**config.mk**
```make
export PLATFORM = sky130hd
export DESIGN_NAME = morse_decoder_flat
export DESIGN_NICKNAME = d
export VERILOG_FILES = /design/src/rtl/morse_decoder_if.sv /design/src/rtl/morse_decoder.sv /design/src/flat_wrapper.sv
export SDC_FILE = /design/constraint.sdc
export NUM_CORES = 1
export LEC_CHECK = 0
export BUFFER_PORTS_ARGS = -buffer_cell sky130_fd_sc_hd__buf_2
export CORE_MARGIN = 2
export CORE_UTILIZATION = 64
export DETAILED_ROUTE_END_ITERATION = 7
export PLACE_DENSITY = 0.95
export SYNTH_ARGS = -nofsm -noshare
export SYNTH_HDL_FRONTEND = slang
export SYNTH_SLANG_ARGS = --single-unit
```
**constraint.sdc**
```tcl
create_clock -name clk -period 4 [get_ports clk]
set_clock_uncertainty 0.05 [all_clocks]
set_input_delay 0.8 -clock clk [delete_from_list [all_inputs] [get_ports clk]]
set_output_delay 0.8 -clock clk [all_outputs]
set_load 0.01 [all_outputs]
```
**src/rtl/morse_decoder_if.sv**
```systemverilog
// Symbol-event and character-output bundle between the Morse timing stage,
// the decoder and the downstream text buffer.
interface morse_decoder_if;
  logic       dot;
  logic       dash;
  logic       interchar;
  logic       interword;
  logic [7:0] char_code;
  logic       char_valid;
  logic       error;

  modport master (
    output dot, dash, interchar, interword,
    input  char_code, char_valid, error
  );

  modport slave (
    input  dot, dash, interchar, interword,
    output char_code, char_valid, error
  );
endinterface

```
**src/rtl/morse_decoder.sv**
```systemverilog
// Accumulates dot/dash events into a (len, pat) key and emits the decoded
// ASCII character, plus a single space on word gaps, as one-cycle pulses.
module morse_decoder #(
  parameter logic [7:0] UNKNOWN_CHAR = 8'h3F
) (
  input logic             clk,
  input logic             reset,
  morse_decoder_if.slave  bus
);

  // state       | meaning
  // S_IDLE      | collecting symbols, waiting for a gap
  // S_EMIT_CHAR | registering the looked-up character
  // S_EMIT_SPACE| registering an ASCII space
  typedef enum logic [1:0] {S_IDLE, S_EMIT_CHAR, S_EMIT_SPACE} state_t;

  state_t     state_q, state_d;
  logic [4:0] pat_q, key_pat_q;
  logic [2:0] len_q, key_len_q;
  logic       ovf_q, key_ovf_q;
  logic       space_pend_q, last_space_q;
  logic       pend_char_q, pend_word_q;
  logic [7:0] code_q, code_d;
  logic       valid_q, valid_d, err_q, err_d;

  logic       word_evt, char_evt, gap_now, sym_valid, sym, take_key;
  logic [7:0] lk_code;
  logic       lk_err;

  always_comb begin
    word_evt  = 1'b0;
    char_evt  = 1'b0;
    if (state_q == S_IDLE) begin
      word_evt = bus.interword | pend_word_q;
      char_evt = ~word_evt & (bus.interchar | pend_char_q);
    end
    gap_now   = bus.interword | bus.interchar | word_evt | char_evt;
    sym_valid = (bus.dot | bus.dash) & ~gap_now;
    sym       = ~bus.dot;
    take_key  = (word_evt | char_evt) && (len_q != 3'd0);
  end

  // Key is {len, pat} with the first symbol in the MSB of the used bits.
  always_comb begin
    lk_code = UNKNOWN_CHAR;
    lk_err  = 1'b0;
    case ({key_len_q, key_pat_q})
      {3'd1, 5'b00000}: lk_code = "E";
      {3'd1, 5'b00001}: lk_code = "T";
      {3'd2, 5'b00000}: lk_code = "I";
      {3'd2, 5'b00001}: lk_code = "A";
      {3'd2, 5'b00010}: lk_code = "N";
      {3'd2, 5'b00011}: lk_code = "M";
      {3'd3, 5'b00000}: lk_code = "S";
      {3'd3, 5'b00001}: lk_code = "U";
      {3'd3, 5'b00010}: lk_code = "R";
      {3'd3, 5'b00011}: lk_code = "W";
      {3'd3, 5'b00100}: lk_code = "D";
      {3'd3, 5'b00101}: lk_code = "K";
      {3'd3, 5'b00110}: lk_code = "G";
      {3'd3, 5'b00111}: lk_code = "O";
      {3'd4, 5'b00000}: lk_code = "H";
      {3'd4, 5'b00001}: lk_code = "V";
      {3'd4, 5'b00010}: lk_code = "F";
      {3'd4, 5'b00100}: lk_code = "L";
      {3'd4, 5'b00110}: lk_code = "P";
      {3'd4, 5'b00111}: lk_code = "J";
      {3'd4, 5'b01000}: lk_code = "B";
      {3'd4, 5'b01001}: lk_code = "X";
      {3'd4, 5'b01010}: lk_code = "C";
      {3'd4, 5'b01011}: lk_code = "Y";
      {3'd4, 5'b01100}: lk_code = "Z";
      {3'd4, 5'b01101}: lk_code = "Q";
      {3'd5, 5'b11111}: lk_code = "0";
      {3'd5, 5'b01111}: lk_code = "1";
      {3'd5, 5'b00111}: lk_code = "2";
      {3'd5, 5'b00011}: lk_code = "3";
      {3'd5, 5'b00001}: lk_code = "4";
      {3'd5, 5'b00000}: lk_code = "5";
      {3'd5, 5'b10000}: lk_code = "6";
      {3'd5, 5'b11000}: lk_code = "7";
      {3'd5, 5'b11100}: lk_code = "8";
      {3'd5, 5'b11110}: lk_code = "9";
      default: begin
        lk_code = UNKNOWN_CHAR;
        lk_err  = 1'b1;
      end
    endcase
    if (key_ovf_q) begin
      lk_code = UNKNOWN_CHAR;
      lk_err  = 1'b1;
    end
  end

  always_comb begin
    state_d = state_q;
    code_d  = code_q;
    valid_d = 1'b0;
    err_d   = 1'b0;
    case (state_q)
      S_IDLE: begin
        if (take_key)
          state_d = S_EMIT_CHAR;
        else if (word_evt && !last_space_q)
          state_d = S_EMIT_SPACE;
      end
      S_EMIT_CHAR: begin
        valid_d = 1'b1;
        code_d  = lk_code;
        err_d   = lk_err;
        state_d = space_pend_q ? S_EMIT_SPACE : S_IDLE;
      end
      S_EMIT_SPACE: begin
        valid_d = 1'b1;
        code_d  = 8'h20;
        state_d = S_IDLE;
      end
      default: state_d = S_IDLE;
    endcase
  end

  always_ff @(posedge clk) begin
    if (reset) begin
      state_q      <= S_IDLE;
      pat_q        <= 5'd0;
      len_q        <= 3'd0;
      ovf_q        <= 1'b0;
      key_pat_q    <= 5'd0;
      key_len_q    <= 3'd0;
      key_ovf_q    <= 1'b0;
      space_pend_q <= 1'b0;
      last_space_q <= 1'b1;
      pend_char_q  <= 1'b0;
      pend_word_q  <= 1'b0;
      code_q       <= 8'h00;
      valid_q      <= 1'b0;
      err_q        <= 1'b0;
    end else begin
      state_q <= state_d;
      code_q  <= code_d;
      valid_q <= valid_d;
      err_q   <= err_d;

      if (take_key) begin
        key_len_q <= len_q;
        key_pat_q <= pat_q;
        key_ovf_q <= ovf_q;
        len_q     <= 3'd0;
        pat_q     <= 5'd0;
        ovf_q     <= 1'b0;
      end else if (sym_valid) begin
        len_q <= (len_q == 3'd6) ? 3'd6 : len_q + 3'd1;
        if (len_q >= 3'd5)
          ovf_q <= 1'b1;
        else
          pat_q <= {pat_q[3:0], sym};
      end

      case (state_q)
        S_IDLE: begin
          pend_char_q <= 1'b0;
          pend_word_q <= 1'b0;
          if (take_key && word_evt)
            space_pend_q <= 1'b1;
        end
        S_EMIT_CHAR:  last_space_q <= 1'b0;
        S_EMIT_SPACE: begin
          last_space_q <= 1'b1;
          space_pend_q <= 1'b0;
        end
        default: ;
      endcase

      // Gaps seen mid-emission are held until IDLE; a word gap outranks a char gap.
      if (state_q != S_IDLE && len_q != 3'd0) begin
        if (bus.interword) begin
          pend_word_q <= 1'b1;
          pend_char_q <= 1'b0;
        end else if (bus.interchar && !pend_word_q) begin
          pend_char_q <= 1'b1;
        end
      end
    end
  end

  assign bus.char_code  = code_q;
  assign bus.char_valid = valid_q;
  assign bus.error      = err_q;

endmodule

```
**src/flat_wrapper.sv**
```systemverilog
// flat-port wrapper written by rule: the top's interface ports become plain ports
module morse_decoder_flat 
#(
  parameter logic [7:0] UNKNOWN_CHAR = 8'h3F
)
  (clk, reset, bus_dot, bus_dash, bus_interchar, bus_interword, bus_char_code, bus_char_valid, bus_error);
  morse_decoder_if bus_i ();
  input logic clk;
  input logic reset;
  input wire logic [$bits(bus_i.dot)-1:0] bus_dot;
  input wire logic [$bits(bus_i.dash)-1:0] bus_dash;
  input wire logic [$bits(bus_i.interchar)-1:0] bus_interchar;
  input wire logic [$bits(bus_i.interword)-1:0] bus_interword;
  output wire logic [$bits(bus_i.char_code)-1:0] bus_char_code;
  output wire logic [$bits(bus_i.char_valid)-1:0] bus_char_valid;
  output wire logic [$bits(bus_i.error)-1:0] bus_error;
  assign bus_i.dot = bus_dot;
  assign bus_i.dash = bus_dash;
  assign bus_i.interchar = bus_interchar;
  assign bus_i.interword = bus_interword;
  assign bus_char_code = bus_i.char_code;
  assign bus_char_valid = bus_i.char_valid;
  assign bus_error = bus_i.error;
  morse_decoder #(.UNKNOWN_CHAR(UNKNOWN_CHAR)) u_core (.clk(clk), .reset(reset), .bus(bus_i));
endmodule
```
==> run_summary.xml, run 1 <==
<?xml version="1.0" encoding="UTF-8"?>
<metrics>
  <group name="run_status">
    <metric name="outcome" unit="">finished, final reports clean</metric>
  </group>
  <group name="synth">
    <metric name="synthArstFlopShare" unit="%">0</metric>
    <metric name="synth_flop_cell" unit="">dfxtp_1</metric>
    <metric name="syn-mean-instance-area" unit="µm²">8.13</metric>
    <metric name="synth.mux.area_fraction" unit="%">3.83</metric>
    <metric name="synth_edf_count" unit="">0</metric>
    <metric name="synth-xor-area-share" unit="%">0.419</metric>
    <metric name="ys_seq_area_share" unit="%">31.6</metric>
    <metric name="ys_seq_elements" unit="">33</metric>
    <metric name="mappedNetlistArea" unit="mm²">0.00209</metric>
    <metric name="yosys_warnings" unit="">0</metric>
    <metric name="synth_top_family_by_area" unit="">simple AND/OR/NAND/NOR gates</metric>
    <metric name="synthesized_area_fraction_occupied_by_ao_oa_aoi_and_oai_cells" unit="%">25.8</metric>
    <metric name="syn-instance-count" unit="">257</metric>
    <metric name="post_synth_num_cell_types" unit="">58</metric>
    <metric name="synth-simple-area-share" unit="%">27.3</metric>
    <metric name="syn_nets" unit="">270</metric>
    <metric name="yosys.area_share.adder" unit="%">4.19</metric>
  </group>
  <group name="worst_setup_path">
    <metric name="r2r_slack" unit="ps">1660</metric>
    <metric name="worst_path_largest_cell_delay" unit="ps">860</metric>
    <metric name="start_kind" unit="">flip-flop</metric>
    <metric name="timing.rr.end" unit="">u_core.bus.char_code[5]</metric>
    <metric name="worstSetupStartpoint" unit="">u_core.key_pat_q[1]</metric>
    <metric name="crit_buf_inv" unit="">0</metric>
    <metric name="critPathKind" unit="">flip-flop to flip-flop</metric>
    <metric name="cp_top_family" unit="">compound AO/OA/AOI/OAI gates</metric>
    <metric name="timing.critical_path.fanout_max" unit="">25</metric>
    <metric name="critPathRequiredTime" unit="ps">4190</metric>
    <metric name="worst-r2r-cell-count" unit="">5</metric>
    <metric name="crit_arrival" unit="ps">2530</metric>
    <metric name="worst_r2r_startpoint" unit="">u_core.key_pat_q[1]</metric>
    <metric name="timing.critical_path.cells" unit="">nor2b_1 -&gt; a21oi_1 -&gt; o211ai_1 -&gt; a41oi_4 -&gt; a311oi_1</metric>
    <metric name="worstSetupEndpointType" unit="">flip-flop</metric>
    <metric name="slowest_stage" unit="">dfxtp_1</metric>
  </group>
  <group name="layout">
    <metric name="drive_above_1_share" unit="%">11.2</metric>
    <metric name="multi_input_gate_area_in_the_final_layout" unit="mm²">0.00129</metric>
    <metric name="sequential_cell_area" unit="µm²">661</metric>
    <metric name="finalNonFillerCells" unit="">304</metric>
    <metric name="num-nets-final" unit="">272</metric>
    <metric name="nFillCells" unit="">243</metric>
    <metric name="synthToLayoutAreaGrowth" unit="%">3.95</metric>
    <metric name="antenna_cells_inserted" unit="">0</metric>
  </group>
  <group name="clocking">
    <metric name="cts.repair_timing.setup_buffer_count" unit="">0</metric>
    <metric name="clock_tree.htree_level_count" unit="">2</metric>
    <metric name="clkSinkCount" unit="">33</metric>
    <metric name="hold_buffers" unit="">0</metric>
    <metric name="buffers_from_clock_root_to_sink_at_most" unit="">2</metric>
    <metric name="number_of_instances_resized_during_post_cts_repair" unit="">0</metric>
    <metric name="clk_latency_worst_skew_pair" unit="ps">330</metric>
    <metric name="clk_pin_slew" unit="ps">100</metric>
    <metric name="tritoncts" unit="">yes</metric>
    <metric name="clock_tree.root_cell" unit="">clkbuf_4</metric>
    <metric name="cts_inserted_buffers" unit="">5</metric>
  </group>
  <group name="power_and_ir_drop">
    <metric name="seq_power_share" unit="%">48.0</metric>
    <metric name="comb_power_share" unit="%">30.7</metric>
    <metric name="power_frac_clock" unit="%">21.3</metric>
    <metric name="cellInternalPower" unit="W">0.000533</metric>
    <metric name="total_switching_power" unit="W">0.000283</metric>
    <metric name="cellLeakagePower" unit="nW">0.756</metric>
    <metric name="sw_frac_of_total" unit="%">34.7</metric>
    <metric name="pwr_density_cell" unit="mW/mm²">376</metric>
    <metric name="vdd_ir_drop_max" unit="mV">0.286</metric>
  </group>
  <group name="global_route">
    <metric name="grt-ovfl-total" unit="">0</metric>
    <metric name="grt_start_max_net_pins" unit="">27</metric>
    <metric name="grt_pass1_wl" unit="µm">7510</metric>
    <metric name="first_global_vias" unit="">1681</metric>
    <metric name="number_of_antenna_violations_at_the_first_check_in_global_routing" unit="">0</metric>
    <metric name="grt_usage" unit="%">26.7</metric>
  </group>
  <group name="sta">
    <metric name="worst_slew_margin_rel" unit="%">45.7</metric>
    <metric name="fmaxAchievable" unit="MHz">427</metric>
    <metric name="final_period_minus_worst_setup_slack" unit="ps">2340</metric>
    <metric name="unrepaired_setup_endpoints_after_global_routing" unit="">no</metric>
    <metric name="timing.setup.tns" unit="ps">0</metric>
    <metric name="worst-slew-pin-transition" unit="ps">813</metric>
    <metric name="report.final.setup_viol" unit="">0</metric>
    <metric name="min_period_over_period" unit="%">58.5</metric>
    <metric name="report.final.hold_viol_count" unit="">0</metric>
    <metric name="maxSlewViolCount" unit="">0</metric>
  </group>
  <group name="detailed_routing">
    <metric name="antenna_violating_nets_post_route" unit="">0</metric>
    <metric name="via_per_inst" unit="">6.61</metric>
    <metric name="routed_wl" unit="µm">4710</metric>
    <metric name="first_pass_iters" unit="">5</metric>
    <metric name="route.detailed.wl_per_inst" unit="µm">15.5</metric>
    <metric name="via_count" unit="">2009</metric>
    <metric name="detail_route.iter0.violations" unit="">334</metric>
    <metric name="route.detailed.drc" unit="">0</metric>
  </group>
  <group name="floorplan">
    <metric name="design.core.area" unit="mm²">0.00308</metric>
    <metric name="design.die.area" unit="mm²">0.00374</metric>
    <metric name="design.portCount" unit="">16</metric>
    <metric name="dieWidth" unit="µm">61.1</metric>
    <metric name="die_h" unit="µm">61.1</metric>
    <metric name="initial_cell_density_of_the_core" unit="%">67.8</metric>
    <metric name="placementRows" unit="">20</metric>
  </group>
  <group name="worst_hold_path">
    <metric name="min_delay_worst_endpoint" unit="">u_core.key_pat_q[0]</metric>
    <metric name="min-delay-start" unit="">u_core.pat_q[0]</metric>
    <metric name="whs_path_depth" unit="">2</metric>
    <metric name="timing.hold.worst.class" unit="">flip-flop to flip-flop</metric>
  </group>
  <group name="run">
    <metric name="drv.max_cap_violation_count" unit="">0</metric>
  </group>
  <group name="placement">
    <metric name="hpwlAfterDp" unit="µm">3210</metric>
    <metric name="numPlacedInstances" unit="">296</metric>
    <metric name="gp_congestion" unit="">0.970</metric>
    <metric name="io_buffers" unit="">14</metric>
  </group>
</metrics>
layout by cell type, fill, tap and decap left out, types with 3 or more instances in the layout:
| cell | n |
|---|---|
| buf_2 | 14 |
| a311oi_1 | 3 |
| a21oi_1 | 26 |
| dfxtp_1 | 33 |
| nand2_1 | 23 |
| mux2i_1 | 8 |
| nor2_1 | 22 |
| o21ai_0 | 11 |
| o22ai_1 | 3 |
| nor2b_1 | 7 |
| inv_1 | 12 |
| a31oi_1 | 5 |
| nand2b_1 | 6 |
| nor3_1 | 9 |
| ha_1 | 7 |
| nor4b_1 | 5 |
| nand3_1 | 4 |
| clkbuf_4 | 5 |
| and4b_1 | 3 |
worst reg2reg max path, delay by kind of cell, from the launching register on:
kind / cells / cell delay, ps
AND/OR/NAND/NOR: 1 / 320
flip-flops: 1 / 860
AO/OA/AOI/OAI: 4 / 1010
state kept, by name (all words and copies together) (netlist names), 2 cells and up:
register	count
u_core.state_q	2
u_core.key_pat_q	5
u_core.len_q	3
u_core.bus.char_code	7
u_core.pat_q	5
u_core.key_len_q	3
cell families (layout without fill, tap and decap cells):
logic type	Yosys count	count (layout)
AOI/OAI and AO/OA	76	76
xor gates and xnor gates	1	1
adders and majority gates	7	7
buffers and inverters	31	34
DFF	33	33
muxes	8	8
other	1	1
and+or+nand+nor	100	100
synthesized netlist by cell type, types with 4 or more instances:
master,count,area [µm²]
nor4b_1,5,43.8
clkbuf_1,5,18.8
ha_1,7,87.6
nand2b_1,6,37.5
mux2i_1,8,80.1
nand3_1,4,20.0
nor2_1,22,82.6
nor3_1,9,45.0
o21ai_0,11,55.1
inv_1,12,45.0
nor2b_1,7,43.8
a31oi_1,5,31.3
dfxtp_1,33,661
nand2_1,23,86.3
buf_2,12,60.1
a21oi_1,26,130
layout make-up:
type | count | area share, %
tap | 44 | 2.54
sequential | 33 | 30.4
multi-input combinational | 193 | 59.4
clock buffer | 6 | 1.90
timing repair buffer | 14 | 3.23
clock inverter | 2 | 0.461
inverter | 12 | 2.07
per-stage QoR:
step / cell area (µm²) / power, W / hold slack, ps / utilization [%] / setup WS, ps
2_1_floorplan: 2090 / 0.000572 / 381 / - / 1920
3_3_place_gp: 2120 / 0.000629 / 395 / 68.9 / 1730
3_5_place_dp: 2120 / 0.000642 / 406 / 68.9 / 1680
4_1_cts: 2170 / 0.000815 / 427 / 70.5 / 1670
5_1_grt: 2170 / 0.000871 / 437 / 70.5 / 1460
6_report: 2170 / 0.000817 / 417 / 70.5 / 1660
power groups by stage:
stage          Sequential [W]  Combinational (W)  Clock [W]
5_1_grt              0.000395           0.000283   0.000194
3_3_place_gp         0.000396           0.000234          0
2_1_floorplan        0.000406           0.000166          0
3_5_place_dp         0.000397           0.000244          0
4_1_cts              0.000391           0.000249   0.000175
6_report             0.000392           0.000251   0.000174
how the worst max path moves through the flow:
stage | to | cells after the start
CTS | u_core.bus.char_code[5] | 5
global placement | u_core.bus.char_code[6] | 5
finish | u_core.bus.char_code[5] | 5
floorplan | u_core.pat_q[1] | 5
detailed placement | u_core.len_q[2] | 5
global route | u_core.bus.char_code[2] | 5
layer usage:
| metal | vias up | wire [µm] | track usage (%) |
|---|---|---|---|
| li1 | 967 | - | - |
| met1 | 927 | 1970 | 34.1 |
| met2 | 105 | 2360 | 44.8 |
| met3 | 10 | 314 | 6.09 |
| met4 | 0 | 73 | 8.39 |
| met5 | - | 0 | 0 |
Power figures use the tool's default switching activity.
==> run 2: changes to the inputs <==
--- a/config.mk
+++ b/config.mk
@@ -7,9 +7,9 @@
 export LEC_CHECK = 0
 export BUFFER_PORTS_ARGS = -buffer_cell sky130_fd_sc_hd__buf_2
 export CORE_MARGIN = 2
-export CORE_UTILIZATION = 64
+export CORE_UTILIZATION = 54
 export DETAILED_ROUTE_END_ITERATION = 7
-export PLACE_DENSITY = 0.95
+export PLACE_DENSITY = 0.88
 export SYNTH_ARGS = -nofsm -noshare
 export SYNTH_HDL_FRONTEND = slang
 export SYNTH_SLANG_ARGS = --single-unit
==> constraint.sdc (replaced) <==
create_clock -name clk -period 2 [get_ports clk]
set_clock_uncertainty 0.05 [all_clocks]
set_input_delay 0.4 -clock clk [delete_from_list [all_inputs] [get_ports clk]]
set_output_delay 0.4 -clock clk [all_outputs]
set_load 0.01 [all_outputs]
==> run_summary.xml, run 2 (synthesized netlist as in run 1, its figures left out) <==
<?xml version="1.0" encoding="UTF-8"?>
<metrics>
  <group name="run_status">
    <metric name="outcome" unit="">finished, final reports clean</metric>
  </group>
  <group name="sta">
    <metric name="min_period_over_period" unit="%">96.3</metric>
    <metric name="maxSlewViolCount" unit="">0</metric>
    <metric name="final_period_minus_worst_setup_slack" unit="ps">1930</metric>
    <metric name="worst-slew-pin-transition" unit="ps">562</metric>
    <metric name="timing.final.ws_setup" unit="ps">74.9</metric>
    <metric name="worst_slew_margin_rel" unit="%">62.4</metric>
    <metric name="report.final.hold_viol_count" unit="">0</metric>
    <metric name="timing.setup.tns" unit="ps">0</metric>
    <metric name="report.final.setup_viol" unit="">0</metric>
    <metric name="unrepaired_setup_endpoints_after_global_routing" unit="">no</metric>
    <metric name="fmaxAchievable" unit="MHz">519</metric>
  </group>
  <group name="power_and_ir_drop">
    <metric name="pwr_density_cell" unit="mW/mm²">807</metric>
    <metric name="seq_power_share" unit="%">39.6</metric>
    <metric name="sw_frac_of_total" unit="%">32.0</metric>
    <metric name="total_switching_power" unit="W">0.000632</metric>
    <metric name="vdd_ir_drop_max" unit="mV">0.655</metric>
    <metric name="post-layout-total-power" unit="W">0.00197</metric>
    <metric name="power_frac_clock" unit="%">32.6</metric>
    <metric name="cellLeakagePower" unit="nW">0.915</metric>
    <metric name="cellInternalPower" unit="W">0.00134</metric>
    <metric name="comb_power_share" unit="%">27.8</metric>
  </group>
  <group name="layout">
    <metric name="num-nets-final" unit="">298</metric>
    <metric name="layout.cells.most_common" unit="">dfxtp_1</metric>
    <metric name="antenna_cells_inserted" unit="">0</metric>
    <metric name="sequential_cell_area" unit="µm²">668</metric>
    <metric name="largest_register_ff_count" unit="">7</metric>
    <metric name="nFillCells" unit="">289</metric>
    <metric name="synthToLayoutAreaGrowth" unit="%">17.1</metric>
    <metric name="drive_above_1_share" unit="%">22.0</metric>
    <metric name="multi_input_gate_area_in_the_final_layout" unit="mm²">0.00129</metric>
    <metric name="commonest_non_fill_non_tap_cells_in_the_layout" unit="">27 x dfxtp_1, 26 x a21oi_1, 26 x buf_4</metric>
  </group>
  <group name="worst_hold_path">
    <metric name="timing.hold.worst.class" unit="">input port to flip-flop</metric>
    <metric name="whs_path_depth" unit="">2</metric>
    <metric name="min-delay-start" unit="">bus_interword</metric>
    <metric name="min_delay_worst_endpoint" unit="">u_core.pend_char_q</metric>
  </group>
  <group name="worst_setup_path">
    <metric name="timing.rr.end" unit="">u_core.bus.char_code[1]</metric>
    <metric name="worstSetupEndpointType" unit="">flip-flop</metric>
    <metric name="crit_arrival" unit="ps">2080</metric>
    <metric name="timing.critical_path.fanout_max" unit="">9</metric>
    <metric name="timing.critical_path.cells" unit="">or4b_4 -&gt; or3_1 -&gt; o22ai_1 -&gt; a2111oi_1 -&gt; a311oi_2</metric>
    <metric name="worst-r2r-cell-count" unit="">5</metric>
    <metric name="start_kind" unit="">flip-flop</metric>
    <metric name="worst_path_largest_cell_delay" unit="ps">490</metric>
    <metric name="worstSetupStartpoint" unit="">u_core.key_len_q[2]</metric>
    <metric name="r2r_slack" unit="ps">70</metric>
    <metric name="critPathKind" unit="">flip-flop to flip-flop</metric>
    <metric name="critPathRequiredTime" unit="ps">2160</metric>
    <metric name="worst_r2r_startpoint" unit="">u_core.key_len_q[2]</metric>
    <metric name="slowest_stage" unit="">or4b_4</metric>
  </group>
  <group name="detailed_routing">
    <metric name="antenna_violating_nets_post_route" unit="">0</metric>
    <metric name="detail_route.iter0.violations" unit="">231</metric>
    <metric name="first_pass_iters" unit="">5</metric>
    <metric name="route.detailed.drc" unit="">0</metric>
    <metric name="via_per_inst" unit="">6.11</metric>
    <metric name="route.detailed.wl_per_inst" unit="µm">15.7</metric>
    <metric name="via_count" unit="">2041</metric>
    <metric name="routed_wl" unit="µm">5250</metric>
  </group>
  <group name="global_route">
    <metric name="grt_usage" unit="%">25.7</metric>
    <metric name="first_global_vias" unit="">1864</metric>
    <metric name="number_of_antenna_violations_at_the_first_check_in_global_routing" unit="">0</metric>
    <metric name="grt_pass1_wl" unit="µm">8670</metric>
    <metric name="grt-ovfl-total" unit="">0</metric>
    <metric name="grt_start_max_net_pins" unit="">23</metric>
  </group>
  <group name="clocking">
    <metric name="clkSinkCount" unit="">33</metric>
    <metric name="hold_buffers" unit="">0</metric>
    <metric name="number_of_instances_resized_during_post_cts_repair" unit="">0</metric>
    <metric name="clock_tree.root_cell" unit="">clkbuf_8</metric>
    <metric name="cts_inserted_buffers" unit="">5</metric>
    <metric name="cts.repair_timing.setup_buffer_count" unit="">0</metric>
    <metric name="clock_tree.htree_level_count" unit="">2</metric>
    <metric name="clk_pin_slew" unit="ps">70</metric>
    <metric name="clk_latency_worst_skew_pair" unit="ps">300</metric>
    <metric name="tritoncts" unit="">yes</metric>
    <metric name="buffers_from_clock_root_to_sink_at_most" unit="">2</metric>
  </group>
  <group name="placement">
    <metric name="place_worst_setup_slack" unit="ps">23.6</metric>
    <metric name="io_buffers" unit="">14</metric>
    <metric name="gp_congestion" unit="">0.951</metric>
    <metric name="hpwlAfterDp" unit="µm">3690</metric>
  </group>
  <group name="floorplan">
    <metric name="design.core.area" unit="mm²">0.00369</metric>
    <metric name="dieWidth" unit="µm">66.2</metric>
    <metric name="design.die.area" unit="mm²">0.00438</metric>
    <metric name="design.portCount" unit="">16</metric>
    <metric name="die_h" unit="µm">66.2</metric>
    <metric name="placementRows" unit="">22</metric>
    <metric name="initial_cell_density_of_the_core" unit="%">56.6</metric>
  </group>
  <group name="run">
    <metric name="drv.max_cap_violation_count" unit="">0</metric>
  </group>
</metrics>
[run 2: cell count changes in the layout (fill, tap and decap cells not counted), moves of 2 or more]
cell and change:
clkinv_2 -2, dfxtp_1 -6, buf_4 +26, clkbuf_8 +5, dfxtp_2 +6, clkbuf_4 -5
[run 2: worst max path at each step]
stage                         endpoint
3_3_place_gp   u_core.bus.char_code[1]
5_1_grt        u_core.bus.char_code[1]
6_report       u_core.bus.char_code[1]
4_1_cts        u_core.bus.char_code[2]
2_1_floorplan          u_core.pat_q[1]
3_5_place_dp   u_core.bus.char_code[1]
[run 2: through the flow]
stage | hold WS (ps) | area, µm² | utilization (%) | instances
finish | 351 | 2450 | 66.3 | 334
global route | 384 | 2450 | 66.3 | 334
CTS | 343 | 2430 | 66.0 | 334
detailed placement | 396 | 2320 | 62.9 | 326
global placement | 398 | 2320 | 62.9 | 326
floorplan | 381 | 2090 | - | 257
[run 2: power groups by stage]
stage          sequential (W)  clock [W]  combinational (W)
2_1_floorplan        0.000812          0           0.000331
3_3_place_gp         0.000792          0           0.000517
3_5_place_dp         0.000794          0           0.000528
4_1_cts              0.000782   0.000644           0.000541
5_1_grt              0.000792   0.000666           0.000607
6_report             0.000781   0.000644           0.000549
[run 2: layout make-up]
type                    count  area share (%)
flip-flops and latches     33            27.3
multi-input cells         193            52.8
well taps                  48            2.46
clock buffers               5            2.81
clock inverters             3            1.89
repair buffers             40            10.8
inverters                  12            1.84
[run 2: routing by layer]
layer	GRT usage (%)	up-vias	wire, µm
met4	12.0	0	206
met5	0	-	0
met2	41.1	80	2450
met1	32.8	924	2280
li1	-	1014	-
met3	5.45	23	310
[run 2: critical path: cells and delay by family, from the launching register on]
| family | cells | cell delay (ps) |
|---|---|---|
| and+or+nand+nor | 2 | 820 |
| DFF | 1 | 410 |
| AOI/OAI and AO/OA | 3 | 560 |
